<file path="src/rtl/core_ldq_wb_if.sv">
// Bundle for the load-return queue: load issue, bus response, hazard probe
// and register-file writeback.
//
// Handshake: a load is offered with ld_valid and is accepted on the clock
// edge where ld_valid && (!ldq_full || pop). pop means a response
// (rsp_ack || rsp_err) arrives while the queue holds at least one entry.
// ldq_full acts as not-ready. There is no ready on the response side: every
// response is consumed in the cycle it arrives. The writeback
// (wb_valid/wb_rd/wb_data/wb_err) is a one-cycle pulse with no backpressure.
interface core_ldq_wb_if #(
    parameter int DATA_W = 32,
    parameter int REG_AW = 5
);
    logic              ld_valid;
    logic [REG_AW-1:0] ld_rd;
    logic [1:0]        ld_size;
    logic              ld_signed;
    logic [1:0]        ld_addr_lo;
    logic              ldq_full;
    logic              ldq_empty;
    logic              rsp_ack;
    logic              rsp_err;
    logic [DATA_W-1:0] rsp_data;
    logic [REG_AW-1:0] hz_rs_a;
    logic [REG_AW-1:0] hz_rs_b;
    logic              hz_stall;
    logic              wb_valid;
    logic [REG_AW-1:0] wb_rd;
    logic [DATA_W-1:0] wb_data;
    logic              wb_err;
    logic              ldq_fault;

    modport master (
        output ld_valid, ld_rd, ld_size, ld_signed, ld_addr_lo,
        output rsp_ack, rsp_err, rsp_data, hz_rs_a, hz_rs_b,
        input  ldq_full, ldq_empty, hz_stall,
        input  wb_valid, wb_rd, wb_data, wb_err, ldq_fault
    );

    modport slave (
        input  ld_valid, ld_rd, ld_size, ld_signed, ld_addr_lo,
        input  rsp_ack, rsp_err, rsp_data, hz_rs_a, hz_rs_b,
        output ldq_full, ldq_empty, hz_stall,
        output wb_valid, wb_rd, wb_data, wb_err, ldq_fault
    );
endinterface

</file>
<file path="src/rtl/core_ldq_wb.sv">
// Load-return queue and writeback stage. It keeps issued loads in order,
// pairs each bus response with the oldest entry, then aligns and extends the
// data into a registered register-file write. It also reports load-use
// hazards so decode can stall.
module core_ldq_wb #(
    parameter int DEPTH  = 4,
    parameter int DATA_W = 32,
    parameter int REG_AW = 5
) (
    input logic         clk,
    input logic         rst,
    core_ldq_wb_if.slave bus
);
    localparam int PTR_W = $clog2(DEPTH);
    localparam int CNT_W = $clog2(DEPTH + 1);

    // Queue storage; contents beyond count are don't-care, so no reset.
    logic [REG_AW-1:0] q_rd     [DEPTH];
    logic [1:0]        q_size   [DEPTH];
    logic              q_signed [DEPTH];
    logic [1:0]        q_lo     [DEPTH];

    logic [PTR_W-1:0]  wr_ptr;
    logic [PTR_W-1:0]  rd_ptr;
    logic [CNT_W-1:0]  count;
    logic              fault_q;
    logic              wb_valid_q;
    logic [REG_AW-1:0] wb_rd_q;
    logic [DATA_W-1:0] wb_data_q;
    logic              wb_err_q;

    logic              full;
    logic              empty;
    logic              rsp;
    logic              pop;
    logic              push;
    logic              overflow;
    logic              spurious;

    logic [REG_AW-1:0] head_rd;
    logic [1:0]        head_size;
    logic              head_signed;
    logic [1:0]        head_lo;

    logic [7:0]        b8;
    logic [15:0]       h16;
    logic [DATA_W-1:0] ext;
    logic              misalign;
    logic              illegal;
    logic              load_err;

    logic              stall;
    logic [PTR_W-1:0]  idx;

    assign full        = (count == CNT_W'(DEPTH));
    assign empty       = (count == '0);
    assign rsp         = bus.rsp_ack | bus.rsp_err;
    assign pop         = rsp & ~empty;
    assign push        = bus.ld_valid & (~full | pop);
    assign overflow    = bus.ld_valid & full & ~pop;
    assign spurious    = rsp & empty;

    assign head_rd     = q_rd[rd_ptr];
    assign head_size   = q_size[rd_ptr];
    assign head_signed = q_signed[rd_ptr];
    assign head_lo     = q_lo[rd_ptr];

    // Select the byte lane(s) of the response for the head entry and extend.
    always_comb begin
        b8       = bus.rsp_data[{head_lo, 3'b000} +: 8];
        h16      = bus.rsp_data[{head_lo[1], 4'b0000} +: 16];
        ext      = '0;
        misalign = 1'b0;
        illegal  = 1'b0;
        case (head_size)
            2'd0: ext = head_signed ? {{(DATA_W-8){b8[7]}}, b8}
                                    : {{(DATA_W-8){1'b0}}, b8};
            2'd1: begin
                ext      = head_signed ? {{(DATA_W-16){h16[15]}}, h16}
                                       : {{(DATA_W-16){1'b0}}, h16};
                misalign = head_lo[0];
            end
            2'd2: begin
                ext      = bus.rsp_data;
                misalign = (head_lo != 2'd0);
            end
            default: illegal = 1'b1;
        endcase
    end

    assign load_err = bus.rsp_err | misalign | illegal;

    // Hazard: any live queue entry or the writeback in flight targets a source.
    always_comb begin
        stall = 1'b0;
        idx   = '0;
        for (int k = 0; k < DEPTH; k++) begin
            idx = rd_ptr + PTR_W'(k);
            if (k < int'(count) && q_rd[idx] != '0 &&
                (q_rd[idx] == bus.hz_rs_a || q_rd[idx] == bus.hz_rs_b))
                stall = 1'b1;
        end
        if (wb_valid_q && wb_rd_q != '0 &&
            (wb_rd_q == bus.hz_rs_a || wb_rd_q == bus.hz_rs_b))
            stall = 1'b1;
    end

    // Write the accepted load into the tail slot.
    always_ff @(posedge clk) begin
        if (push) begin
            q_rd[wr_ptr]     <= bus.ld_rd;
            q_size[wr_ptr]   <= bus.ld_size;
            q_signed[wr_ptr] <= bus.ld_signed;
            q_lo[wr_ptr]     <= bus.ld_addr_lo;
        end
    end

    // Pointers, occupancy, sticky fault and the registered writeback stage.
    always_ff @(posedge clk or negedge rst) begin
        if (!rst) begin
            wr_ptr     <= '0;
            rd_ptr     <= '0;
            count      <= '0;
            fault_q    <= 1'b0;
            wb_valid_q <= 1'b0;
            wb_rd_q    <= '0;
            wb_data_q  <= '0;
            wb_err_q   <= 1'b0;
        end else begin
            if (push) wr_ptr <= wr_ptr + PTR_W'(1);
            if (pop)  rd_ptr <= rd_ptr + PTR_W'(1);
            if (push && !pop)      count <= count + CNT_W'(1);
            else if (pop && !push) count <= count - CNT_W'(1);
            if (overflow || spurious) fault_q <= 1'b1;
            wb_valid_q <= pop & (load_err | (head_rd != '0));
            wb_err_q   <= pop & load_err;
            wb_rd_q    <= pop ? head_rd : '0;
            wb_data_q  <= (pop && !load_err) ? ext : '0;
        end
    end

    assign bus.ldq_full  = full;
    assign bus.ldq_empty = empty;
    assign bus.hz_stall  = stall;
    assign bus.wb_valid  = wb_valid_q;
    assign bus.wb_rd     = wb_rd_q;
    assign bus.wb_data   = wb_data_q;
    assign bus.wb_err    = wb_err_q;
    assign bus.ldq_fault = fault_q;
endmodule

</file>
<file path="src/flat_wrapper.sv">
// flat-port wrapper written by rule: the top's interface ports become plain ports
module core_ldq_wb_flat 
#(
    parameter int DEPTH  = 4,
    parameter int DATA_W = 32,
    parameter int REG_AW = 5
)
  (clk, rst, bus_ld_valid, bus_ld_rd, bus_ld_size, bus_ld_signed, bus_ld_addr_lo, bus_rsp_ack, bus_rsp_err, bus_rsp_data, bus_hz_rs_a, bus_hz_rs_b, bus_ldq_full, bus_ldq_empty, bus_hz_stall, bus_wb_valid, bus_wb_rd, bus_wb_data, bus_wb_err, bus_ldq_fault);
  core_ldq_wb_if #(.DATA_W(DATA_W), .REG_AW(REG_AW)) bus_i ();
  input logic clk;
  input logic rst;
  input wire logic [$bits(bus_i.ld_valid)-1:0] bus_ld_valid;
  input wire logic [$bits(bus_i.ld_rd)-1:0] bus_ld_rd;
  input wire logic [$bits(bus_i.ld_size)-1:0] bus_ld_size;
  input wire logic [$bits(bus_i.ld_signed)-1:0] bus_ld_signed;
  input wire logic [$bits(bus_i.ld_addr_lo)-1:0] bus_ld_addr_lo;
  input wire logic [$bits(bus_i.rsp_ack)-1:0] bus_rsp_ack;
  input wire logic [$bits(bus_i.rsp_err)-1:0] bus_rsp_err;
  input wire logic [$bits(bus_i.rsp_data)-1:0] bus_rsp_data;
  input wire logic [$bits(bus_i.hz_rs_a)-1:0] bus_hz_rs_a;
  input wire logic [$bits(bus_i.hz_rs_b)-1:0] bus_hz_rs_b;
  output wire logic [$bits(bus_i.ldq_full)-1:0] bus_ldq_full;
  output wire logic [$bits(bus_i.ldq_empty)-1:0] bus_ldq_empty;
  output wire logic [$bits(bus_i.hz_stall)-1:0] bus_hz_stall;
  output wire logic [$bits(bus_i.wb_valid)-1:0] bus_wb_valid;
  output wire logic [$bits(bus_i.wb_rd)-1:0] bus_wb_rd;
  output wire logic [$bits(bus_i.wb_data)-1:0] bus_wb_data;
  output wire logic [$bits(bus_i.wb_err)-1:0] bus_wb_err;
  output wire logic [$bits(bus_i.ldq_fault)-1:0] bus_ldq_fault;
  assign bus_i.ld_valid = bus_ld_valid;
  assign bus_i.ld_rd = bus_ld_rd;
  assign bus_i.ld_size = bus_ld_size;
  assign bus_i.ld_signed = bus_ld_signed;
  assign bus_i.ld_addr_lo = bus_ld_addr_lo;
  assign bus_i.rsp_ack = bus_rsp_ack;
  assign bus_i.rsp_err = bus_rsp_err;
  assign bus_i.rsp_data = bus_rsp_data;
  assign bus_i.hz_rs_a = bus_hz_rs_a;
  assign bus_i.hz_rs_b = bus_hz_rs_b;
  assign bus_ldq_full = bus_i.ldq_full;
  assign bus_ldq_empty = bus_i.ldq_empty;
  assign bus_hz_stall = bus_i.hz_stall;
  assign bus_wb_valid = bus_i.wb_valid;
  assign bus_wb_rd = bus_i.wb_rd;
  assign bus_wb_data = bus_i.wb_data;
  assign bus_wb_err = bus_i.wb_err;
  assign bus_ldq_fault = bus_i.ldq_fault;
  core_ldq_wb #(.DEPTH(DEPTH), .DATA_W(DATA_W), .REG_AW(REG_AW)) u_core (.clk(clk), .rst(rst), .bus(bus_i));
endmodule
</file>
<file path="config.mk">
export PLATFORM = sky130hd
export DESIGN_NAME = core_ldq_wb_flat
export DESIGN_NICKNAME = d
export VERILOG_FILES = /design/src/rtl/core_ldq_wb_if.sv /design/src/rtl/core_ldq_wb.sv /design/src/flat_wrapper.sv
export SDC_FILE = /design/constraint.sdc
export NUM_CORES = 1
export LEC_CHECK = 0
export CORE_UTILIZATION = 45
export CTS_BUF_LIST = sky130_fd_sc_hd__clkbuf_4
export DETAILED_ROUTE_END_ITERATION = 6
export PLACE_DENSITY = 0.72
export SETUP_SLACK_MARGIN = 0.5
export SKIP_CTS_REPAIR_TIMING = 1
export SYNTH_ARGS = -nofsm -noshare
export SYNTH_HDL_FRONTEND = slang
export SYNTH_SLANG_ARGS = --single-unit
</file>
<file path="constraint.sdc">
create_clock -name clk -period 4.7 [get_ports clk]
set_input_delay 0.94 -clock clk [delete_from_list [all_inputs] [get_ports clk]]
set_output_delay 0.94 -clock clk [all_outputs]
set_load 0.02 [all_outputs]
</file>
[Word level (Yosys, flattened, before mapping)]
Memories as Yosys holds them, arrays and structs flattened.
Index checks and enable logic that the tools add are counted.
Word-level totals
  memories: 4
  bits in writable memories: 40
  logic and storage cells: 100
  output and inout port bits: 43
  bits in registers: 47
Memory list
  u_core.q_rd: words 4, bits a word 5, rd ports 4, clocked after Yosys merged registers in 0, write ports 1, RTL line core_ldq_wb.sv:18  | logic [REG_AW-1:0] q_rd [DEPTH];
  u_core.q_lo: words 4, bits a word 2, rd ports 1, clocked after Yosys merged registers in 0, write ports 1, RTL line core_ldq_wb.sv:21  | logic [1:0] q_lo [DEPTH];
  u_core.q_size: words 4, bits a word 2, rd ports 1, clocked after Yosys merged registers in 0, write ports 1, RTL line core_ldq_wb.sv:19  | logic [1:0] q_size [DEPTH];
  u_core.q_signed: words 4, bits a word 1, rd ports 1, clocked after Yosys merged registers in 0, write ports 1, RTL line core_ldq_wb.sv:20  | logic q_signed [DEPTH];
Operators by class
  multiplexer cells: 16
  eq/ne operators: 13
  add/sub/neg operators: 6
  bitwise operators: 15
  $lt $le $gt $ge: 4
  shift-type cells: 2
  reductions and logical operators: 32
Operators with widths (number)
  32-bit 2-to-1 mux: 3
  32-bit one-hot mux with 3 select lines: 1
  5-bit == test: 10
  32-bit by 6-bit indexed part select with 16-bit output: 1
  32-bit by 6-bit indexed part select with 8-bit output: 1
  5-bit nonzero test: 5
  1-bit logical AND: 13
  1-bit 2-to-1 mux: 8
  1-bit AND: 7
  1-bit logical OR: 6
  1-bit by 3-bit less-than comparator with 1-bit output, first input constant: 2
  2-bit by 3-bit less-than comparator with 1-bit output, first input constant: 2
  3-bit 2-to-1 mux: 2
  5-bit 2-to-1 mux: 1
  1-bit OR: 5
  2-bit by 1-bit adder with 2-bit output, second input constant: 2
  2-bit adder, second input constant: 2
  2-bit nonzero test: 2
  3-bit by 1-bit adder with 3-bit output, second input constant: 1
  3-bit == test, second input constant: 1
  1-bit logical NOT: 3
  3-bit logical NOT: 1
  1-bit inverter: 3
  3-bit OR reduction: 1
  5 further kinds: 5

[Logic depth before layout (Yosys ltp)]
Gate-level depths: netlist (run 1).
  word-level depth: 9
  mapped depth: 13
  depth with buffers taken out: 9

[Worst setup path after synthesis (run 1)]
Ideal clock, no wire load.
  path kind: register -> output
  start point: reg u_core.rd_ptr[0]
  end point: out bus_hz_stall
  path buffers: 2
  slack: 1.678 ns
  cell stages (with the launch flop): 7
  required time: 3.760 ns
  arrival time: 2.082 ns
  cell sequence: dfrtp_1 buf_6 buf_6 mux4_2 or4_1 o221ai_1 nand4_1
Between the ends
  cells in the longest elaborated chain, start to end: 9
  elaborated cells between the ends (all ways): 33
  those cells by class: add/sub (3); eq/ne (8); mux (5); reduce/logical (16); memory (1)
RTL lines
  from (decl): RTL line core_ldq_wb.sv:24  | logic [PTR_W-1:0] rd_ptr;
  from (signal assigned): RTL line core_ldq_wb.sv:131  | if (pop) rd_ptr <= rd_ptr + PTR_W'(1);
  2-bit by 1-bit adder with 2-bit output or memory read 4 x 5 bit (tied branches)
  memory read 4 x 5 bit (*)
  5-bit == test (tied with other cells): RTL line core_ldq_wb.sv:100  | (q_rd[idx] == bus.hz_rs_a || q_rd[idx] == bus.hz_rs_b))
  1-bit logical OR or 1-bit logical AND (tied branches): RTL line core_ldq_wb.sv:100, core_ldq_wb.sv:99
  1-bit logical AND or 1-bit 2-to-1 mux (tied branches): RTL line core_ldq_wb.sv:99  | if (k < int'(count) && q_rd[idx] != '0 &&
  1-bit 2-to-1 mux (2 in series): RTL line core_ldq_wb.sv:99
  1-bit 2-to-1 mux (*): RTL line core_ldq_wb.sv:99
  1-bit 2-to-1 mux (*): RTL line core_ldq_wb.sv:103  | if (wb_valid_q && wb_rd_q != '0 &&
  to (decl): RTL line flat_wrapper.sv:24  | output wire logic [$bits(bus_i.hz_stall)-1:0] bus_hz_stall;
Mark *: on every way between the ends. The rest lies on a longest branch, timed or not.

[Worst setup path in the final report (run 1)]
Same ends and word-level chain as after synthesis.

==> results.json, run 1 <==
{
  "outcome": "completed",
  "wl_per_cell_um": 18.4,
  "fin_setup_tns_ns": 0,
  "dieHeight_um": 105,
  "ys_ff_latch": 87,
  "yosys_warnings": 0,
  "num_vias": 3399,
  "power_leakage_nw": 2.27,
  "drive_gt1_share_pct": 14.0,
  "io_pins": 100,
  "num-nets-final": 544,
  "ys_seq_area_share_pct": 49.6,
  "drtIter0Drc": 385,
  "yosysTopAreaCell": "edfxtp_1",
  "cp.required_ns": 3.76,
  "final.setup.worst_slack_ns": 0.879,
  "die-area_um2": 11100,
  "synth_nets": 453,
  "syn_to_final_growth_pct": 26.0,
  "cts_tree": "built",
  "cts_buffers": 9,
  "synth_top_cell_area_share_pct": 25.0,
  "hpwl_um": 8390,
  "yosys-top-cells-area": "edfxtp_1 (25%), dfrtp_1 (25%), mux4_2 (12%), xnor2_1 (6.9%), ha_1 (3.4%)",
  "start_util_pct": 46.5,
  "pre_cts_slack_ns": 0.764,
  "worstPathArrival_ns": 2.88,
  "cts.sinks": 87,
  "synth.cell_area_um2": 4800,
  "synth_edf_count": 40,
  "clock.fmax_mhz": 262,
  "final_common_cell": "clkdlybuf4s50_1",
  "grt_pass1_wl_um": 18300,
  "final_cell_mix": "clkdlybuf4s50_1 (97), dfrtp_1 (46), edfxtp_1 (40), xnor2_1 (38)",
  "synthArstFlopShare_pct": 54.0,
  "ys.flop_type": "dfrtp_1",
  "tightest_slew_ns": 1.02,
  "root_buffer": "clkbuf_4",
  "vias_per_cell": 5.53,
  "fillers": 870,
  "dp_cells": 595,
  "clk_path_buf_depth": 2,
  "gp_congestion": 0.871,
  "grt_max_degree": 48,
  "core-area_um2": 10300,
  "worstSkewPairLatency_ns": 0.44,
  "min_period_over_period_pct": 81.3,
  "finalHoldViolCount": 0,
  "fin_crit_ns": 3.82,
  "grt.total_usage_pct": 21.6,
  "die_w_um": 105,
  "hp-class": "reg -> reg",
  "end_kind": "primary output",
  "critPathLaunchType": "flip-flop",
  "finClkSkew_ns": 0.0172,
  "htreeDepth": 3,
  "first_global_vias": 3453,
  "path_class": "reg -> out",
  "maxCapViolCount": 0,
  "relSlewSlack_pct": 32.2,
  "portBuffers": 99,
  "synthCells": 383,
  "crit_path_max_fanout": 31,
  "dr.pass1.iters": 7,
  "wirelength_um": 11300,
  "instances_no_fill": 615,
  "clkTransAtPathRegs_ns": 0.13,
  "maxSlewViolCount": 0,
  "ir_drop_mv": 0.232,
  "avgSynthCellArea_um2": 12.5,
  "gr-total-overflow": 0,
  "rsz0062_at_grt": "no",
  "antenna_cells": 0,
  "powerDensity_nw_per_um2": 638,
  "detail-route-antenna-nets": 0,
  "num_rows": 37,
  "final-setup-viol-count": 0,
  "drc_errors": 0,
  "antenna_found_initial": 0,
  "synth_cell_types": 41
}
## worst max-delay path: stages (launching register included)
cell            delay, ns
dfrtp_1              0.39
buf_12               0.23
mux4_2               0.58
or4_1                0.57
o221ai_1             0.27
nand4_1              0.15
dlymetal6s2s_1       0.23
## state kept, by name (all words and copies together) (netlist names)
name and count:
u_core.wr_ptr 2, u_core.rd_ptr 2, u_core.q_lo 8, u_core.q_rd 20, u_core.count 3, u_core.bus.wb_valid 1
u_core.bus.wb_rd 5, u_core.q_signed 4, u_core.q_size 8, u_core.bus.wb_data 32, u_core.bus.wb_err 1, u_core.bus.ldq_fault 1
## final cells by class
type | count | area, um^2 | share of cell area, %
Timing Repair Buffer | 108 | 1070 | 17.7
Tap cell | 136 | 170 | 2.82
Clock buffer | 9 | 67.6 | 1.12
Inverter | 8 | 30.0 | 0.497
Sequential cell | 87 | 2380 | 39.4
Clock inverter | 7 | 86.3 | 1.43
Multi-Input combinational cell | 260 | 2240 | 37.1
## power breakdown
group | switching (W) | total, W | internal (W)
sequential | 0.000144 | 0.00116 | 0.00102
combinational | 0.00119 | 0.00223 | 0.00104
clock | 0.000253 | 0.000466 | 0.000213
## worst paths after layout
check	start	endpoint	slack, ns	cells past startpoint
min in group asynchronous	rst	u_core.bus.wb_data[20]	0.66	1
max in group asynchronous	rst	u_core.rd_ptr[1]	3.32	1
worst min register to register	u_core.bus.ldq_fault	u_core.bus.ldq_fault	0.48	1
worst max register to register	u_core.rd_ptr[0]	u_core.bus.wb_data[3]	1.88	8
worst min-delay path	u_core.bus.ldq_fault	u_core.bus.ldq_fault	0.48	1
worst max-delay path	u_core.rd_ptr[0]	bus_hz_stall	0.88	6
## synth_stat cells, types with 2 or more instances
library cell  instances
nand2_2               2
nor3_1                8
o22ai_1               3
buf_2                 7
o221ai_1              3
buf_6                 4
a21oi_1              28
mux2i_1               2
nor2b_1               2
clkbuf_1             14
or4b_2                2
inv_1                 8
a31oi_1               3
and2_1               10
o21ai_0               7
mux2_2               11
edfxtp_1             40
dfrtp_1              47
a222oi_1              6
nand3_1              10
nand4_1               3
a21o_1                2
nand2_1              28
ha_1                 13
or4_1                 4
xnor2_1              38
a22oi_1               9
xor2_1               18
mux4_2               25
nor2_1               14
buf_1                 2
## kinds of logic after synthesis
family,after synthesis,share of synthesized area [%]
flops,87,49.6
buf+inv,36,3.70
xor+xnor,56,10.2
fa+ha+maj,13,3.39
compound gates,67,9.00
simple gates,85,8.82
mux,39,15.3
## metrics by stage
step / area [um^2] / power [W] / utilization (%) / hold WS (ns)
3_5_place_dp: 5840 / 0.00337 / 56.6 / 0.459
2_1_floorplan: 4800 / 0.00272 / - / 0.514
3_3_place_gp: 5840 / 0.00333 / 56.6 / 0.452
4_1_cts: 6000 / 0.00383 / 58.1 / 0.492
5_1_grt: 6040 / 0.00411 / 58.6 / 0.532
6_report: 6040 / 0.00386 / 58.6 / 0.480
## metal layers
metal	vias up	GRT usage [%]	wire, um
li1	1596	-	-
met1	1674	30.0	5020
met2	108	33.6	5460
met3	21	3.77	577
met4	0	9.26	260
met5	-	0	0
No activity file was read; power rests on OpenSTA's default activity.
==> run 2: changes to the inputs <==
--- a/config.mk
+++ b/config.mk
@@ -8,7 +8,7 @@
 export CORE_UTILIZATION = 45
 export CTS_BUF_LIST = sky130_fd_sc_hd__clkbuf_4
 export DETAILED_ROUTE_END_ITERATION = 6
-export PLACE_DENSITY = 0.72
+export PLACE_DENSITY = 0.75
 export SETUP_SLACK_MARGIN = 0.5
 export SKIP_CTS_REPAIR_TIMING = 1
 export SYNTH_ARGS = -nofsm -noshare
==> constraint.sdc (replaced) <==
create_clock -name clk -period 3.43 [get_ports clk]
set_input_delay 0.686 -clock clk [delete_from_list [all_inputs] [get_ports clk]]
set_output_delay 0.686 -clock clk [all_outputs]
set_load 0.02 [all_outputs]
==> results.json, run 2 (synthesized netlist as in run 1, its figures left out) <==
{
  "drive_gt1_share_pct": 17.5,
  "finClkSkew_ns": 0.0216,
  "final_common_cell": "clkdlybuf4s50_1",
  "clk_path_buf_depth": 2,
  "start_util_pct": 46.5,
  "grt.total_usage_pct": 20.9,
  "slowest_stage": "or4_1",
  "outcome": "completed",
  "finalHoldViolCount": 0,
  "maxCapViolCount": 0,
  "power_leakage_nw": 2.32,
  "cts_tree": "built",
  "htreeDepth": 3,
  "die_w_um": 105,
  "dieHeight_um": 105,
  "crit_start": "u_core.rd_ptr[0]",
  "swShare_pct": 41.8,
  "tightest_slew_ns": 1.03,
  "final.setup.worst_slack_ns": 0.145,
  "p_switching_w": 0.00225,
  "crit_path_max_fanout": 6,
  "relSlewSlack_pct": 31.1,
  "path_class": "reg -> out",
  "ff2ff_setup_slack_ns": 0.69,
  "grt_pass1_wl_um": 17700,
  "core-area_um2": 10300,
  "powerDensity_nw_per_um2": 873,
  "hp-class": "in -> async",
  "min_period_over_period_pct": 95.8,
  "syn_to_final_growth_pct": 28.4,
  "fillers": 838,
  "gp_congestion": 0.882,
  "gr-total-overflow": 0,
  "timing.rr.end": "u_core.bus.wb_data[22]",
  "pwr-share-seq_pct": 29.7,
  "largest_reg_flops": 32,
  "rsz0062_at_grt": "yes",
  "cts_buffers": 9,
  "clkTransAtPathRegs_ns": 0.14,
  "cp_top_family": "simple AND/OR/NAND/NOR gates",
  "dr.pass1.iters": 7,
  "ir_drop_mv": 0.316,
  "final_cell_mix": "clkdlybuf4s50_1 (97), dfrtp_1 (45), edfxtp_1 (40), xnor2_1 (36), a21oi_1 (28)",
  "io_pins": 100,
  "max_stage_delay_ns": 0.55,
  "worstSkewPairLatency_ns": 0.43,
  "final-setup-viol-count": 0,
  "grt_max_degree": 48,
  "pwr-share-comb_pct": 61.0,
  "crit_path_cell_trace": "buf_12 > mux4_2 > or4_1 > o221ai_1 > nand4_1 > buf_4",
  "finish.utilization_pct": 59.7,
  "fin_setup_tns_ns": 0,
  "vias_per_cell": 5.61,
  "p_int_w": 0.00313,
  "first_global_vias": 3361,
  "maxSlewViolCount": 0,
  "end_kind": "primary output",
  "cp.required_ns": 2.74,
  "crit_cells": 6,
  "antenna_cells": 0,
  "reg2reg_depth": 10,
  "detail-route-antenna-nets": 0,
  "cts.sinks": 87,
  "worstPathArrival_ns": 2.60,
  "num_rows": 37,
  "drtIter0Drc": 342,
  "critPathLaunchType": "flip-flop",
  "worst-path-buf-inv": 2,
  "worstSetupEndpoint": "bus_hz_stall",
  "clock.fmax_mhz": 304,
  "pre_cts_slack_ns": 0.0328,
  "die-area_um2": 11100,
  "clockPowerShare_pct": 9.3,
  "antenna_found_initial": 0,
  "portBuffers": 99,
  "wl_per_cell_um": 18.5,
  "hold_ws_ns": 0.400,
  "hpwl_um": 8530,
  "r2r_start": "u_core.rd_ptr[0]",
  "fin_crit_ns": 3.29,
  "drc_errors": 0,
  "root_buffer": "clkbuf_4",
  "num_vias": 3522,
  "num-nets-final": 557,
  "wirelength_um": 11600
}
-- run 2: power by group through the flow --
stage | combinational, W | clock (W) | sequential, W
global route | 0.00352 | 0.000558 | 0.00163
detailed placement | 0.00307 | 0 | 0.00161
finish | 0.00328 | 0.000502 | 0.00160
floorplan | 0.00199 | 0 | 0.00174
global placement | 0.00305 | 0 | 0.00160
CTS | 0.00308 | 0.000515 | 0.00158
-- run 2: cell type report --
| class | count | area [um^2] | share of cell area (%) |
|---|---|---|---|
| sequential | 87 | 2380 | 38.6 |
| multi-input combinational | 260 | 2260 | 36.7 |
| clock inverter | 6 | 37.5 | 0.610 |
| clock buffer | 10 | 75.1 | 1.22 |
| inverter | 8 | 30.0 | 0.488 |
| timing repair buffer | 121 | 1200 | 19.5 |
| tap | 136 | 170 | 2.76 |
-- run 2: stage by stage --
stage	area (um^2)	power [W]	cells
6_report	6160	0.00538	628
5_1_grt	6160	0.00571	628
4_1_cts	6010	0.00518	617
3_5_place_dp	5900	0.00467	601
3_3_place_gp	5900	0.00465	601
2_1_floorplan	4800	0.00373	383
-- run 2: layer usage --
metal	global-route usage (%)	part of all wire (%)
met5	0	0
met4	8.25	2.2
met3	3.03	5.1
met2	32.1	48
met1	30.1	45
-- run 2: how the worst min path moves through the flow --
stage | startpoint | end | cells after the start
floorplan | rst | u_core.bus.ldq_fault | 0
detailed placement | u_core.bus.ldq_fault | u_core.bus.ldq_fault | 1
global placement | u_core.bus.ldq_fault | u_core.bus.ldq_fault | 1
CTS | rst | u_core.bus.wb_data[29] | 1
global route | rst | u_core.bus.wb_data[29] | 1
finish | rst | u_core.bus.wb_data[29] | 1
==> run 3: changes to the inputs <==
--- a/config.mk
+++ b/config.mk
@@ -5,6 +5,7 @@
 export SDC_FILE = /design/constraint.sdc
 export NUM_CORES = 1
 export LEC_CHECK = 0
+export CAP_MARGIN = 20
 export CORE_UTILIZATION = 45
 export CTS_BUF_LIST = sky130_fd_sc_hd__clkbuf_4
 export DETAILED_ROUTE_END_ITERATION = 6
==> constraint.sdc (replaced) <==
create_clock -name clk -period 2.8 [get_ports clk]
set_input_delay 0.56 -clock clk [delete_from_list [all_inputs] [get_ports clk]]
set_output_delay 0.56 -clock clk [all_outputs]
set_load 0.02 [all_outputs]
==> results.json, run 3 (synthesized netlist as in run 1, its figures left out) <==
{
  "dieHeight_um": 105,
  "tightest_slew_ns": 0.515,
  "root_buffer": "clkbuf_4",
  "clk_path_buf_depth": 2,
  "cts_tree": "built",
  "hpwl_um": 8920,
  "crit_path_cell_trace": "buf_6 > clkbuf_16 > mux4_2 > or4_4 > o221ai_2 > nand4_1 > buf_4",
  "vias_per_cell": 5.40,
  "cp_top_family": "simple AND/OR/NAND/NOR gates",
  "start_util_pct": 46.5,
  "finalHoldViolCount": 0,
  "num-nets-final": 595,
  "maxCapViolCount": 0,
  "antenna_cells": 0,
  "drc_errors": 0,
  "worstPathArrival_ns": 2.59,
  "end_kind": "primary output",
  "fillers": 794,
  "num_vias": 3599,
  "io_pins": 100,
  "cp.required_ns": 2.24,
  "drtIter0Drc": 218,
  "dr.pass1.iters": 6,
  "ir_drop_mv": 0.421,
  "core-area_um2": 10300,
  "antenna_found_initial": 0,
  "critPathLaunchType": "flip-flop",
  "worst-path-buf-inv": 3,
  "gr-total-overflow": 0,
  "first_global_vias": 3575,
  "cts_buffers": 9,
  "pre_cts_slack_ns": -0.420,
  "final-setup-viol-count": 1,
  "largest_reg_flops": 32,
  "violations": "negative setup slack",
  "syn_to_final_growth_pct": 37.2,
  "detail-route-antenna-nets": 0,
  "crit_path_max_fanout": 11,
  "worstSkewPairLatency_ns": 0.44,
  "hp-class": "in -> async",
  "rsz0062_at_grt": "yes",
  "grt.total_usage_pct": 21.7,
  "path_class": "reg -> out",
  "clkTransAtPathRegs_ns": 0.14,
  "maxSlewViolCount": 0,
  "die_w_um": 105,
  "wl_per_cell_um": 17.7,
  "wirelength_um": 11800,
  "grt_max_degree": 33,
  "final.setup.worst_slack_ns": -0.348,
  "final_cell_mix": "clkdlybuf4s50_1 (95), buf_4 (54), dfrtp_1 (44), edfxtp_1 (40), xnor2_1 (36)",
  "final_common_cell": "clkdlybuf4s50_1",
  "fin_crit_ns": 3.15,
  "drive_gt1_share_pct": 27.7,
  "min_period_over_period_pct": 112,
  "portBuffers": 99,
  "power_leakage_nw": 2.55,
  "grt_pass1_wl_um": 18600,
  "clock.fmax_mhz": 318,
  "relSlewSlack_pct": 65.6,
  "die-area_um2": 11100,
  "powerDensity_nw_per_um2": 1060,
  "hold_ws_ns": 0.0713,
  "cts.sinks": 87,
  "outcome": "complete, but fails checks",
  "max_stage_delay_ns": 0.52,
  "gp_congestion": 0.870,
  "htreeDepth": 3,
  "num_rows": 37,
  "slowest_stage": "mux4_2",
  "finClkSkew_ns": 0.0239
}
==> run 3: changes by cell type in the layout (fill, tap and decap cells not counted), moves of 2 or more <==
cell,previous run,this run
a21oi_1,28,18
a21oi_2,0,8
a21oi_4,0,2
buf_12,1,3
buf_4,19,54
buf_6,0,2
clkbuf_4,10,13
clkdlybuf4s50_1,97,95
clkinv_1,2,0
clkinv_4,2,0
ha_1,13,11
inv_1,8,6
inv_2,0,3
==> run 3: layout make-up <==
cell class                      instances  area (um^2)  share of cell area (%)
Clock buffer                           13         97.6                    1.48
Timing Repair Buffer                  159         1510                    23.0
Tap cell                              136          170                    2.59
Inverter                                8         30.0                   0.457
Multi-Input combinational cell        260         2370                    36.0
Sequential cell                        87         2380                    36.2
Clock inverter                          3         18.8                   0.285
==> run 3: metrics by stage <==
step           cell area [um^2]  cells  util, %  TNS [ns]  total power [W]
6_report                   6580    666     63.7    -0.348          0.00699
5_1_grt                    6580    666     63.7    -0.446          0.00744
4_1_cts                    6370    661     61.7    -0.842          0.00667
3_5_place_dp               6250    645     60.6    -0.420          0.00603
3_3_place_gp               6250    645     60.6    -0.388          0.00597
2_1_floorplan              4810    383        -         0          0.00460
==> run 3: worst paths after layout <==
check / start / end / slack, ns / depth (start not counted)
setup / recovery: u_core.rd_ptr[0] / bus_hz_stall / -0.35 / 7
hold / removal: rst / u_core.bus.wb_data[20] / 0.07 / 1
setup reg to reg: u_core.rd_ptr[0] / u_core.bus.wb_data[21] / 0.23 / 10
hold reg to reg: u_core.bus.ldq_fault / u_core.bus.ldq_fault / 0.47 / 1
max in group asynchronous: rst / u_core.rd_ptr[1] / 1.99 / 2
min in group clk: u_core.bus.ldq_fault / u_core.bus.ldq_fault / 0.47 / 1
==> run 3: per-layer routing <==
layer  global-route usage [%]  share of wire, %
met1                     30.8                45
met2                     34.4                49
met3                     3.34               4.3
met4                     7.14               1.9
met5                        0                 0
==> run 3: power by group <==
part / switching, W / internal, W
clock: 0.000401 / 0.000226
combinational: 0.00218 / 0.00222
sequential: 0.000247 / 0.00171
==> run 3: worst reg2reg max path: stages (launching register included) <==
cell	delay [ns]
dfrtp_2	0.45
buf_6	0.12
clkbuf_16	0.15
buf_6	0.15
mux4_2	0.57
inv_2	0.11
ha_1	0.24
a211oi_2	0.25
nand2_1	0.13
buf_12	0.19
a21oi_1	0.15
